<file path="src/rtl/mux_rr_sched.sv">
`default_nettype none
// ============================================================================
// Module      : mux_rr_sched
// Description : Round-robin scheduler in front of a shared 4:1 data selector.
//               Arbitrates four request lines into a registered one-hot grant,
//               drives the selector's S1/S0 pair from that grant, and
//               registers the selected data word with a valid flag.
//
// Ports       : clk      - system clock, rising edge
//               rst_n    - asynchronous active-low reset
//               req      - request lines of sources 0..3
//               d0..d3   - data words of sources 0..3 (DATA_W bits each)
//               gnt      - registered one-hot grant, zero when idle
//               s1, s0   - registered select pair, binary encode of gnt
//               y        - registered selected data word
//               y_valid  - y carries data of a granted source
//
// Parameters  : DATA_W   - data word width
//               MAX_HOLD - max consecutive grant cycles per owner (1..255)
//
// Revision    : 1.0 - initial release
// ============================================================================
module mux_rr_sched #(
  parameter int DATA_W   = 1,
  parameter int MAX_HOLD = 4
) (
  input  logic              clk,
  input  logic              rst_n,
  input  logic [3:0]        req,
  input  logic [DATA_W-1:0] d0,
  input  logic [DATA_W-1:0] d1,
  input  logic [DATA_W-1:0] d2,
  input  logic [DATA_W-1:0] d3,
  output logic [3:0]        gnt,
  output logic              s1,
  output logic              s0,
  output logic [DATA_W-1:0] y,
  output logic              y_valid
);

  // hold counter only has to reach MAX_HOLD-1; keep at least one bit
  localparam int c_HC_W = (MAX_HOLD > 1) ? $clog2(MAX_HOLD) : 1;
  localparam logic [c_HC_W-1:0] c_HOLD_LAST = c_HC_W'(MAX_HOLD - 1);

  typedef enum logic [0:0] {
    ST_IDLE  = 1'b0,
    ST_GRANT = 1'b1
  } state_t;

  state_t              state_q, state_d;
  logic [3:0]          gnt_q, gnt_d;
  logic [1:0]          ptr_q, ptr_d;
  logic [1:0]          sel_q, sel_d;
  logic [c_HC_W-1:0]   hold_q, hold_d;
  logic [DATA_W-1:0]   y_q;
  logic                y_valid_q;

  logic                w_win_vld;
  logic [1:0]          w_win_idx;
  logic                w_keep;
  logic [DATA_W-1:0]   w_sel_data;

  // --------------------------------------------------------------------------
  // Winner scan: ptr+1, ptr+2, ptr+3, ptr (mod 4). In GRANT, ptr is the
  // current owner, so the owner naturally ends up with the lowest priority.
  // --------------------------------------------------------------------------
  always_comb begin
    w_win_vld = 1'b0;
    w_win_idx = ptr_q;
    for (int k = 1; k <= 4; k++) begin
      if (!w_win_vld && req[ptr_q + 2'(k)]) begin
        w_win_vld = 1'b1;
        w_win_idx = ptr_q + 2'(k);
      end
    end
  end

  // Owner keeps the grant while it still requests and its hold budget lasts.
  assign w_keep = (state_q == ST_GRANT) && req[ptr_q] && (hold_q < c_HOLD_LAST);

  // --------------------------------------------------------------------------
  // Next-state logic
  // --------------------------------------------------------------------------
  always_comb begin
    state_d = state_q;
    gnt_d   = gnt_q;
    ptr_d   = ptr_q;
    sel_d   = sel_q;
    hold_d  = hold_q;

    if (w_keep) begin
      hold_d = hold_q + c_HC_W'(1);
    end else if (w_win_vld) begin
      // re-arbitration (or first grant from IDLE) with no idle bubble
      state_d = ST_GRANT;
      gnt_d   = 4'b0001 << w_win_idx;
      ptr_d   = w_win_idx;
      sel_d   = w_win_idx;
      hold_d  = '0;
    end else begin
      // nobody requests: drop to IDLE, ptr and select keep the last owner
      state_d = ST_IDLE;
      gnt_d   = 4'b0000;
      hold_d  = '0;
    end
  end

  // Selector datapath driven by the registered select pair
  always_comb begin
    case (sel_q)
      2'd0:    w_sel_data = d0;
      2'd1:    w_sel_data = d1;
      2'd2:    w_sel_data = d2;
      default: w_sel_data = d3;
    endcase
  end

  // --------------------------------------------------------------------------
  // State and output registers
  // --------------------------------------------------------------------------
  always_ff @(posedge clk or negedge rst_n) begin
    if (!rst_n) begin
      state_q   <= ST_IDLE;
      gnt_q     <= 4'b0000;
      ptr_q     <= 2'd3;      // source 0 wins the first arbitration
      sel_q     <= 2'd0;
      hold_q    <= '0;
      y_q       <= '0;
      y_valid_q <= 1'b0;
    end else begin
      state_q   <= state_d;
      gnt_q     <= gnt_d;
      ptr_q     <= ptr_d;
      sel_q     <= sel_d;
      hold_q    <= hold_d;
      // data is captured during a grant cycle, so y lags gnt by one cycle
      if (gnt_q != 4'b0000) begin
        y_q <= w_sel_data;
      end
      y_valid_q <= (gnt_q != 4'b0000);
    end
  end

  assign gnt     = gnt_q;
  assign s1      = sel_q[1];
  assign s0      = sel_q[0];
  assign y       = y_q;
  assign y_valid = y_valid_q;

endmodule
`default_nettype wire

</file>
<file path="config.mk">
export PLATFORM = sky130hd
export DESIGN_NAME = mux_rr_sched
export DESIGN_NICKNAME = d
export VERILOG_FILES = /design/src/rtl/mux_rr_sched.sv
export SDC_FILE = /design/constraint.sdc
export NUM_CORES = 1
export LEC_CHECK = 0
export ABC_AREA = 1
export CAP_MARGIN = 10
export CELL_PAD_IN_SITES_DETAIL_PLACEMENT = 1
export CELL_PAD_IN_SITES_GLOBAL_PLACEMENT = 1
export CORE_MARGIN = 2
export CORE_UTILIZATION = 41
export CTS_CLUSTER_SIZE = 28
export DETAILED_ROUTE_END_ITERATION = 10
export DONT_BUFFER_PORTS = 1
export HOLD_SLACK_MARGIN = 0.12
export PLACE_DENSITY_LB_ADDON = 0.1
export SETUP_SLACK_MARGIN = 0.4
export SLEW_MARGIN = 10
export SYNTH_ARGS = -nofsm -noshare
export SYNTH_HDL_FRONTEND = slang
export SYNTH_SLANG_ARGS = --single-unit
</file>
<file path="constraint.sdc">
create_clock -name clk -period 3.4 [get_ports clk]
set_input_delay 0.51 -clock clk [delete_from_list [all_inputs] [get_ports clk]]
set_output_delay 0.51 -clock clk [all_outputs]
set_load 0.05 [all_outputs]
</file>
# Word level (Yosys, flattened, before mapping)
# Cells that the tools add are included.
dict set report classes {
  add_sub_neg 4
  n_lt_le_gt_ge 5
  n_eq_ne 2
  shifts 1
  muxes 20
  bitwise 1
  n_reduce_logical 11
}
# cell n
set op_table {}
lappend op_table {{2-bit by 3-bit < comparator with 1-bit output, second input constant} 4}
lappend op_table {{2-bit 2-to-1 mux} 5}
lappend op_table {{1-bit 2-to-1 mux} 9}
lappend op_table {{1-bit binary-select mux with 2-bit select} 4}
lappend op_table {{1-bit logical AND} 5}
lappend op_table {{2-bit by 1-bit adder with 2-bit output, second input constant} 2}
lappend op_table {{2-bit adder, second input constant} 2}
lappend op_table {{4-bit 2-to-1 mux} 1}
lappend op_table {{4-bit nonzero test} 1}
lappend op_table {{1-bit by 2-bit << shifter with 4-bit output, first input constant} 1}
lappend op_table {{1-bit zero test} 3}
lappend op_table {{1-bit one-hot mux with 3 select lines} 1}
lappend op_table {{2-bit by 1-bit == test with 1-bit output, second input constant} 1}
lappend op_table {{2-bit == test, second input constant} 1}
lappend op_table {{2-bit zero test} 1}
lappend op_table {{2-bit < comparator, second input constant} 1}
lappend op_table {{2-bit AND reduction} 1}
lappend op_table {{1-bit NOT} 1}
dict set report word_totals {
  reg_bits 13
  in_bits 10
  out_inout_bits 8
  word_cells 51
}

# Logic depth before layout (Yosys ltp)
dict set report depth {
  ltp_word 15
  depth_mapped 13
  ltp_nobuf 12
}

# Worst setup path before layout
# No wires, ideal clock.
dict set report synth_timing {
  path_kind {reg2reg}
  start {register ptr_q[0]}
  end {register sel_q[0]}
  setup_time_ns 0.123
  t_arrival_ns 1.400
  slack_ns 1.877
  path_stages_with_launch 13
  synth_period_minus_slack_ns 1.523
  path_cell_list {dfstp_2 buf_6 inv_8 nand2_2 nand2_2 nand2_4 nand2_4 nor2_8 nand3_4 nand2_4 inv_2 nand2_1 o21ai_1}
}
dict set report synth_via {
  elab_chain_len 14
  elab_cells_between_ends 29
  classes_between {3 x add/sub; 16 x mux; 1 x bitwise; 9 x reduce/logical}
}
# element line
set synth_rtl {}
lappend synth_rtl {{from (decl)} 52} ;# logic [1:0] ptr_q, ptr_d;
lappend synth_rtl {{from (signal assigned)} 133} ;# ptr_q <= ptr_d;
lappend synth_rtl {{2-bit by 1-bit adder with 2-bit output} {71, 73}}
lappend synth_rtl {{1-bit binary-select mux with 2-bit select} 71} ;# if (!w_win_vld && req[ptr_q + 2'(k)]) begin
lappend synth_rtl {{1-bit 2-to-1 mux (implied by the code)} 71}
lappend synth_rtl {{1-bit 2-to-1 mux} 71}
lappend synth_rtl {{1-bit zero test} 71}
lappend synth_rtl {{1-bit logical AND} 71}
lappend synth_rtl {{1-bit 2-to-1 mux} 71}
lappend synth_rtl {{1-bit zero test} 71}
lappend synth_rtl {{1-bit logical AND} 71}
lappend synth_rtl {{1-bit 2-to-1 mux} 71}
lappend synth_rtl {{1-bit zero test} 71}
lappend synth_rtl {{1-bit logical AND} 71}
lappend synth_rtl {{1-bit 2-to-1 mux} 71}
lappend synth_rtl {{2-bit AND reduction (no line)} -}
lappend synth_rtl {{to (signal assigned)} 134} ;# sel_q <= sel_d;
lappend synth_rtl {{to (decl)} 53} ;# logic [1:0] sel_q, sel_d;
# Parallel ways exist; a longest one is shown, timed or not. The select of a mux whose other input is x is not followed.
# A chain may end at the register's enable or synchronous reset.

# Final worst setup path
# Ends and elaborated chain as after synthesis.

==> impl_metrics.ini <==
[timing]
max_freq_ghz = 0.581
hold_violations = 0
min_period_ns = 1.72
setup_viol = 0
rsz0062_at_grt = false
fin_tns_setup_ns = 0
fin_crit_sh_pct = 50.6
tightest_slew_ns = 0.643
drv_slew = 0
slew-limit-headroom_pct = 57.0
skew_ns = 0.00294

[critical_path]
cp-end-kind = flop
cp_data_arrival_time_ns = 1.89
path_class = flop to flop
regToRegSetupSlack_ns = 1.68
setup.worst_path.start_class = flop
required_ns = 3.57
crit_fanout = 10

[final_layout]
area_growth_pct = 5.67
diodes = 0
drive_gt1_share_pct = 28.0
layout_commonest_cell = nand2_1
nNetsFinal = 137
final_cell_mix = nand2_1 (49), nand3_1 (13), nand2_2 (12), dfrtp_1 (11), nand2_4 (7)
num-fill-cells = 289
final_cells = 153
final_cell_area_um2 = 980

[floorplan]
dieArea_um2 = 2660
die_y_um = 51.6
coreArea_um2 = 2170
die_width_um = 51.6
rows = 17
start_util_pct = 42.7
io_pins = 18

[drt]
wl_per_cell_um = 14.0
drt-initial-drc-count = 7
vias = 770
route.detailed.drc = 0
drt-pass1-iter-count = 4
avgViaCountPerCell = 5.03
finalWirelength_mm = 2.14
antenna_left = 0

[synth]
avgSynthCellArea_um2 = 7.60
netlist_top_cells_area = dfrtp_1 (30%), nand2_1 (20%), nand2_4 (8.5%)
syn_area_um2 = 927
yosysUniqueCellTypes = 21
synth_top_area_share_pct = 29.7
ys_warn_count = 0
synth-seq-cells = 13
synth_largest_area_cell = dfrtp_1
postSynthCellCount = 122
yosysSeqAreaShare_pct = 35.4
synth_nets = 133

[clock_tree]
root_buffer = clkbuf_4
cts_buffers = 3
clk_pin_slew_ns = 0.08
tritoncts = done
cts.sinks = 13
insertion_delay_ns = 0.28
cts.path.max_buffers = 2
htree_levels = 1
post_cts_buffers = 0

[grt]
grt_usage_pct = 19.3
grt_overflow = 0
grt_max_degree = 14
grt_pass1_vias = 870
grt_pass1_wl_mm = 3.80
antenna_found_initial = 0

[placement]
dp_hpwl_mm = 1.76
dp_cells = 148
gp_congestion = 0.780
io_buffers = 0
placed_cell_area_um2 = 943

[min_path]
hp-class = flop to flop

[run_status]
status = complete, no violations

[job]
max_cap_viol_count = 0
-- cell type report --
cell class              instances  area, um2  area share [%]
clock buffers                   4       26.3            2.68
inverters                      11       53.8            5.49
multi-input cells              96        527            53.8
flip-flops and latches         13        328            33.5
well taps                      28       35.0            3.58
repair buffers                  1       10.0            1.02
-- per-layer routing --
metal | GRT usage, % | share of wire (%)
met1 | 24.4 | 48
met2 | 33.3 | 47
met3 | 2.87 | 3.2
met4 | 6.58 | 1.5
met5 | 0 | 0
-- cell usage after synthesis --
| cell | number |
|---|---|
| ha_1 | 1 |
| o21ai_1 | 3 |
| inv_2 | 3 |
| nor2_8 | 1 |
| nor2_1 | 3 |
| nand2_4 | 7 |
| nand2_2 | 12 |
| nand3_4 | 2 |
| o21ai_0 | 1 |
| inv_8 | 1 |
| nor2_2 | 2 |
| a21oi_1 | 1 |
| dfstp_2 | 2 |
| buf_6 | 1 |
| dfrtp_1 | 11 |
| inv_4 | 2 |
| inv_1 | 5 |
| buf_4 | 1 |
| nand3_1 | 13 |
| or4_1 | 1 |
| nand2_1 | 49 |
-- flip-flops by register name, summed over array words and instances (netlist names) --
register and count:
ptr_q 2, hold_q 2, gnt 4, state_q 1, y_valid 1, sel_q 2
y 1
-- logic make-up after synthesis --
kind of cell,synth area share (%)
fa+ha+maj,1.35
compound gates,2.70
simple gates,52.8
flops,35.4
buf+inv,7.83
-- worst max-delay path, cell delays in order, from the launching register on --
cell	delay [ns]
dfstp_2	0.69
inv_8	0.08
nand2_2	0.08
nand2_1	0.05
nand2_1	0.07
nand2_2	0.11
nor2_8	0.15
nand3_4	0.08
nand2_4	0.10
inv_2	0.06
nand2_1	0.07
o21ai_1	0.07
-- through the flow --
stage | worst slack [ns] | utilization, % | hold slack (ns)
after floorplan | 1.88 | - | 0.214
after global placement | 1.69 | 43.5 | 0.215
after detailed placement | 1.68 | 43.5 | 0.215
after CTS | 1.66 | 45.2 | 0.467
after global routing | 1.50 | 45.2 | 0.483
final | 1.68 | 45.2 | 0.454
-- path summary, 6_finish.rpt --
| check | cells past startpoint | end | startpoint |
|---|---|---|---|
| setup / recovery | 11 | sel_q[0]$_DFFE_PN0P_ | ptr_q[0]$_DFFE_PN1P_ |
| hold / removal | 1 | hold_q[0]$_DFF_PN0_ | hold_q[0]$_DFF_PN0_ |
| setup reg to reg | 11 | sel_q[0]$_DFFE_PN0P_ | ptr_q[0]$_DFFE_PN1P_ |
| hold reg to reg | 1 | hold_q[0]$_DFF_PN0_ | hold_q[0]$_DFF_PN0_ |
| max in group asynchronous | 1 | gnt[1]$_DFFE_PN0N_ | rst_n |
| min in group asynchronous | 1 | hold_q[0]$_DFF_PN0_ | rst_n |
-- repair_timing --
item | in CTS | in global routing
gates resized for setup | 0 | 0
endpoints found under the hold margin | 13 | 0
hold buffers | 1 | 0
Power is not shown: default switching activity piles up to over one toggle a cycle in this logic, so the estimate is an artifact.
